===== src/rtl/hazard_ctrl.sv =====
// Hazard/stall controller for the 5-stage RV32 pipeline: stage enables, bubbles,
// EX operand forwarding, data-memory wait watchdog and saturating statistics.
module hazard_ctrl #(
  parameter int unsigned CNT_W   = 16,
  parameter int unsigned TIMEOUT = 64
) (
  input  logic             clk,
  input  logic             rst,
  input  logic [4:0]       id_aa,
  input  logic [4:0]       id_ba,
  input  logic             id_use_a,
  input  logic             id_use_b,
  input  logic [4:0]       ex_aa,
  input  logic [4:0]       ex_ba,
  input  logic [4:0]       ex_da,
  input  logic             ex_rw,
  input  logic             ex_mr,
  input  logic             ex_redirect,
  input  logic [4:0]       mem_da,
  input  logic             mem_rw,
  input  logic             mem_mr,
  input  logic [4:0]       wb_da,
  input  logic             wb_rw,
  input  logic             mem_req,
  input  logic             mem_ready,
  output logic             pc_we,
  output logic             ifid_we,
  output logic             idex_we,
  output logic             exmem_we,
  output logic             memwb_we,
  output logic             ifid_flush,
  output logic             idex_flush,
  output logic             pc_sel,
  output logic [1:0]       fwd_a,
  output logic [1:0]       fwd_b,
  output logic             mem_err,
  output logic [CNT_W-1:0] stall_cnt,
  output logic [CNT_W-1:0] flush_cnt
);

  localparam int unsigned WaitW = $clog2(TIMEOUT + 1);
  localparam logic [WaitW-1:0] WaitLast = WaitW'(TIMEOUT - 1);
  localparam logic [CNT_W-1:0] CntMax = '1;

  typedef enum logic [1:0] {StRun, StWait, StError} state_e;

  state_e           state_q;
  logic [WaitW-1:0] wait_cnt_q;
  logic             mem_stall;
  logic             freeze;
  logic             lu;
  logic             stall_inc;
  logic             flush_inc;

  assign mem_stall = mem_req & ~mem_ready;
  assign freeze    = mem_stall | (state_q == StError);
  assign lu        = ex_mr & ex_rw & (ex_da != 5'd0) &
                     ((id_use_a & (id_aa == ex_da)) | (id_use_b & (id_ba == ex_da)));
  assign stall_inc = freeze | (lu & ~ex_redirect);
  assign flush_inc = ex_redirect & ~freeze;

  // Loads are excluded from the MEM path: their data only exists from WB onwards.
  function automatic logic [1:0] fwd_sel(input logic [4:0] src, input logic [4:0] m_da,
                                         input logic m_rw, input logic m_mr,
                                         input logic [4:0] w_da, input logic w_rw);
    if (src == 5'd0)                      return 2'b00;
    else if (m_rw && !m_mr && m_da == src) return 2'b01;
    else if (w_rw && w_da == src)          return 2'b10;
    else                                   return 2'b00;
  endfunction

  assign fwd_a = fwd_sel(ex_aa, mem_da, mem_rw, mem_mr, wb_da, wb_rw);
  assign fwd_b = fwd_sel(ex_ba, mem_da, mem_rw, mem_mr, wb_da, wb_rw);

  always_comb begin
    pc_we      = 1'b1;
    ifid_we    = 1'b1;
    idex_we    = 1'b1;
    exmem_we   = 1'b1;
    memwb_we   = 1'b1;
    ifid_flush = 1'b0;
    idex_flush = 1'b0;
    pc_sel     = 1'b0;
    if (freeze) begin
      pc_we    = 1'b0;
      ifid_we  = 1'b0;
      idex_we  = 1'b0;
      exmem_we = 1'b0;
      memwb_we = 1'b0;
    end else if (ex_redirect) begin
      // Wrong-path ID instruction is squashed, so any load-use on it is moot.
      ifid_flush = 1'b1;
      idex_flush = 1'b1;
      pc_sel     = 1'b1;
    end else if (lu) begin
      pc_we      = 1'b0;
      ifid_we    = 1'b0;
      idex_flush = 1'b1;
    end
  end

  always_ff @(posedge clk) begin
    if (rst) begin
      state_q    <= StRun;
      wait_cnt_q <= '0;
      mem_err    <= 1'b0;
    end else begin
      unique case (state_q)
        StRun: begin
          if (mem_stall) begin
            state_q    <= StWait;
            wait_cnt_q <= WaitW'(1);
          end
        end
        StWait: begin
          if (!mem_stall) begin
            state_q    <= StRun;
            wait_cnt_q <= '0;
          end else if (wait_cnt_q == WaitLast) begin
            state_q <= StError;
            mem_err <= 1'b1;
          end else begin
            wait_cnt_q <= wait_cnt_q + WaitW'(1);
          end
        end
        StError: mem_err <= 1'b1;
        default: state_q <= StRun;
      endcase
    end
  end

  always_ff @(posedge clk) begin
    if (rst) begin
      stall_cnt <= '0;
      flush_cnt <= '0;
    end else begin
      if (stall_inc && stall_cnt != CntMax) stall_cnt <= stall_cnt + CNT_W'(1);
      if (flush_inc && flush_cnt != CntMax) flush_cnt <= flush_cnt + CNT_W'(1);
    end
  end

endmodule

===== config.mk =====
export PLATFORM = sky130hd
export DESIGN_NAME = hazard_ctrl
export DESIGN_NICKNAME = d
export VERILOG_FILES = /design/src/rtl/hazard_ctrl.sv
export SDC_FILE = /design/constraint.sdc
export NUM_CORES = 1
export LEC_CHECK = 0
export CAP_MARGIN = 20
export CORE_ASPECT_RATIO = 1.1
export CORE_MARGIN = 4
export CORE_UTILIZATION = 45
export CTS_CLUSTER_DIAMETER = 120
export CTS_CLUSTER_SIZE = 12
export DETAILED_ROUTE_END_ITERATION = 7
export DONT_BUFFER_PORTS = 1
export GPL_TIMING_DRIVEN = 0
export HOLD_SLACK_MARGIN = 0.05
export MAX_ROUTING_LAYER = met4
export PLACE_DENSITY = 0.56
export SLEW_MARGIN = 40
export SYNTH_ARGS = -nofsm -noshare
export SYNTH_HDL_FRONTEND = slang
export SYNTH_SLANG_ARGS = --single-unit

===== constraint.sdc =====
create_clock -name clk -period 2.3 [get_ports clk]
set_input_delay 0 -clock clk [delete_from_list [all_inputs] [get_ports clk]]
set_output_delay 0 -clock clk [all_outputs]
set_load 0.03 [all_outputs]

==> summary.txt <==
Detailed routing
  • Residual DRC: 0
  • Residual antenna-violating net count after detailed routing: 0
  • Via count normalized by instance count: 5.483
  • Drt initial violations: 53
  • Total via count after detailed routing: 2111
  • Post-detailed-routing wire length: 5926 um
  • Initial DRT Pass Iterations: 4
  • Avg WL per Cell: 15.39 um

Critical path
  • Crit Path Max Fanout: 10
  • End of the worst register-to-register path: stall_cnt[1]
  • Crit path capture type: register
  • Register-to-register setup slack: 0.15 ns
  • Arrival time at the worst endpoint: 2.32 ns
  • Source of the worst register-to-register timing path: stall_cnt[9]
  • Critical path required time: 2.47 ns
  • Number of cells on the worst reg-to-reg path: 8
  • Worst Setup Start Kind: register
  • Category of the critical setup timing path: register to register

Clock network
  • TritonCTS Buffers: 5
  • Clock latency on the worst-skew pair: 0.29 ns
  • Clk Tree Root Cell: sky130_fd_sc_hd__clkbuf_8
  • Max clock buf depth: 2
  • Reg clk slew, reported paths: 0.08 ns
  • Num Clock Sinks: 42
  • Total number of H-tree levels: 2
  • TritonCTS clock tree: done

Power
  • Total power after layout: 1.485 mW
  • Highest ir drop seen on vdd: 0.2716 mV
  • Pwr per Cell Area: 527.2 nW/um^2
  • Leakage power total: 0.9512 nW

Cells and area
  • Final Core Density: 54.87%
  • Final-stage net count: 362
  • Fraction of layout instances using a drive strength above 1: 15.97%
  • Ant. Diodes: 0
  • Growth of design area from synthesis to finish: 15.02%

Die
  • I/O pins: 92
  • Floorplan die height: 85.39 um
  • Area enclosed by the die boundary: 6690 sq um
  • Initial core utilization: 47.71%
  • Core box area: 5135 sq um
  • Row Count: 27
  • Horizontal extent of the die: 78.35 um

Timing
  • Worst-case clock skew: 0.004130 ns
  • RSZ-0062 raised after global routing: yes
  • Final hold vios: 0
  • Final worst path period share: 93.40%
  • Upper clock frequency limit: 465.5 MHz
  • Worst slew slack as a fraction of its limit: 54.77%
  • Tmin final: 2.148 ns
  • Sum of negative setup slack: 0 ns
  • Worst Slack Setup Final: 0.1517 ns
  • Number of pins exceeding their max-slew limit in the final report: 0
  • Finish-stage setup viols: 0
  • Slew at the pin closest to its max-slew limit: 0.6806 ns

Synth
  • Fraction of synthesis flops using an asynchronous set or reset pin: 0%
  • Post-Synthesis Net Count: 347
  • Cells after Synth: 297
  • Top cells by count, synth: sky130_fd_sc_hd__dfxtp_1, sky130_fd_sc_hd__nor2_1, sky130_fd_sc_hd__xor2_1
  • Area share of the largest cell type after synthesis: 34.32%
  • Yosys cell types: 45
  • Number of flops mapped to enable cells by yosys: 0
  • Post-synthesis instance area: 2450 sq um
  • Cell type with the highest aggregate area in the netlist: sky130_fd_sc_hd__dfxtp_1
  • Synth warn: 0
  • Post-synthesis area per instance: 8.249 sq um
  • Most common cell in the netlist: sky130_fd_sc_hd__dfxtp_1
  • Most area-consuming cells after synthesis: sky130_fd_sc_hd__dfxtp_1, sky130_fd_sc_hd__xor2_1, sky130_fd_sc_hd__nor2_1, sky130_fd_sc_hd__a21oi_1, sky130_fd_sc_hd__xnor2_1
  • Most common flop cell mapped by yosys: sky130_fd_sc_hd__dfxtp_1
  • Register bit count reported by yosys: 42
  • Sequential fraction of the synthesis area: 34.32%

Placed design
  • DP HPWL: 4518 um
  • I/O Buffers: 0
  • Worst Setup Slack post-DPL: -0.3838 ns
  • RD Place Congestion: 0.8224

Global route
  • Largest net degree at the start of global routing: 13
  • All-layer global routing usage: 18.27%
  • Global route total overflow: 0
  • Number of global-route vias before repair: 2020
  • Number of antenna violations at the first check in global routing: 0
  • Global-route wire length before repair: 9625 um

Min path
  • End point of the worst hold path: wait_cnt_q[0]
  • Hold_sp: mem_ready
  • Cells on Worst Hold Path: 4
  • Class of the tightest hold or removal check: input pin to register

Run status
  • Result of the run: finished, final reports clean

Job
  • Maxcap violations: 0
## layout make-up
cell class	instances	area, sq um
inverter	8	30.03
clock inverter	1	30.03
sequential	42	869.6
timing repair buffer	8	72.57
buffer	11	87.58
tap	72	90.09
fill	506	2317
multi-input combinational	236	1562
clock buffer	7	76.32
## where the power goes
part / total (mW) / switching [mW] / internal [mW]
Clock: 0.567 / 0.242 / 0.325
Sequential: 0.756 / 0.0233 / 0.733
Combinational: 0.162 / 0.0899 / 0.0724
## critical path: stages (launching register included)
cell	delay [ns]
sky130_fd_sc_hd__dfxtp_2	0.46
sky130_fd_sc_hd__nand4_1	0.22
sky130_fd_sc_hd__nor4_4	0.38
sky130_fd_sc_hd__a21oi_1	0.11
sky130_fd_sc_hd__o21ba_4	0.26
sky130_fd_sc_hd__buf_4	0.16
sky130_fd_sc_hd__buf_4	0.18
sky130_fd_sc_hd__mux2i_1	0.19
sky130_fd_sc_hd__nor2_1	0.05
## kinds of logic (layout without fill, tap and decap cells)
| logic type | after synthesis | in the layout | synth area share (%) |
|---|---|---|---|
| xor gates and xnor gates | 44 | 44 | 15.73 |
| DFF | 42 | 42 | 34.32 |
| and+or+nand+nor | 133 | 133 | 29.06 |
| muxes | 5 | 5 | 2.196 |
| AOI/OAI and AO/OA | 51 | 51 | 12.36 |
| adders and majority gates | 3 | 3 | 1.532 |
| buffers and inverters | 19 | 35 | 4.801 |
## repair_timing
| action | CTS | global route |
|---|---|---|
| hold buffers | 5 | 0 |
| resized for setup | 17 | 11 |
| setup buffers | 0 | 3 |
| endpoints found under the setup margin | 21 | 14 |
| hold endpoints to repair | 11 | 0 |
| pin swaps | 0 | 5 |
## metal layers
layer	share of wire, %	track usage (%)	vias up	wire [um]
met5	0	-	-	0
met4	0.96	3.816	0	57
met3	8.5	6.369	6	504
met2	48	30.45	71	2834
met1	43	21.28	951	2530
li1	-	-	1083	-
## registers in the layout, indices dropped and copies added (netlist names)
name / cells
flush_cnt: 16
stall_cnt: 16
wait_cnt_q: 7
state_q: 2
mem_err: 1
## cells in the final DEF (no fill, tap or decap), types with 8 or more instances in the layout
cell type / count
sky130_fd_sc_hd__a21oi_1: 22
sky130_fd_sc_hd__buf_4: 9
sky130_fd_sc_hd__dfxtp_1: 27
sky130_fd_sc_hd__dfxtp_2: 11
sky130_fd_sc_hd__inv_1: 8
sky130_fd_sc_hd__nand2_1: 15
sky130_fd_sc_hd__nand3_1: 8
sky130_fd_sc_hd__nand4_1: 15
sky130_fd_sc_hd__nor2_1: 40
sky130_fd_sc_hd__o21ai_0: 14
sky130_fd_sc_hd__or3_1: 12
sky130_fd_sc_hd__xnor2_1: 11
sky130_fd_sc_hd__xor2_1: 33
## worst max path at each step
stage	slack (ns)	end	start
5_1_grt	0.009	stall_cnt[1]	stall_cnt[0]
3_3_place_gp	-0.40	stall_cnt[1]	stall_cnt[1]
4_1_cts	0.001	stall_cnt[1]	stall_cnt[5]
6_report	0.15	stall_cnt[1]	stall_cnt[9]
3_5_place_dp	-0.38	stall_cnt[1]	stall_cnt[1]
2_1_floorplan	0.008	stall_cnt[1]	stall_cnt[1]
## per-stage QoR
stage,area (sq um),hold WS [ns],cells
after floorplan,2451,0.1710,297
after global placement,2541,0.1896,369
after detailed placement,2549,0.1933,369
after CTS,2761,0.09634,382
after global routing,2818,0.1499,385
final,2818,0.09950,385
(Power assumes the default switching activity.)
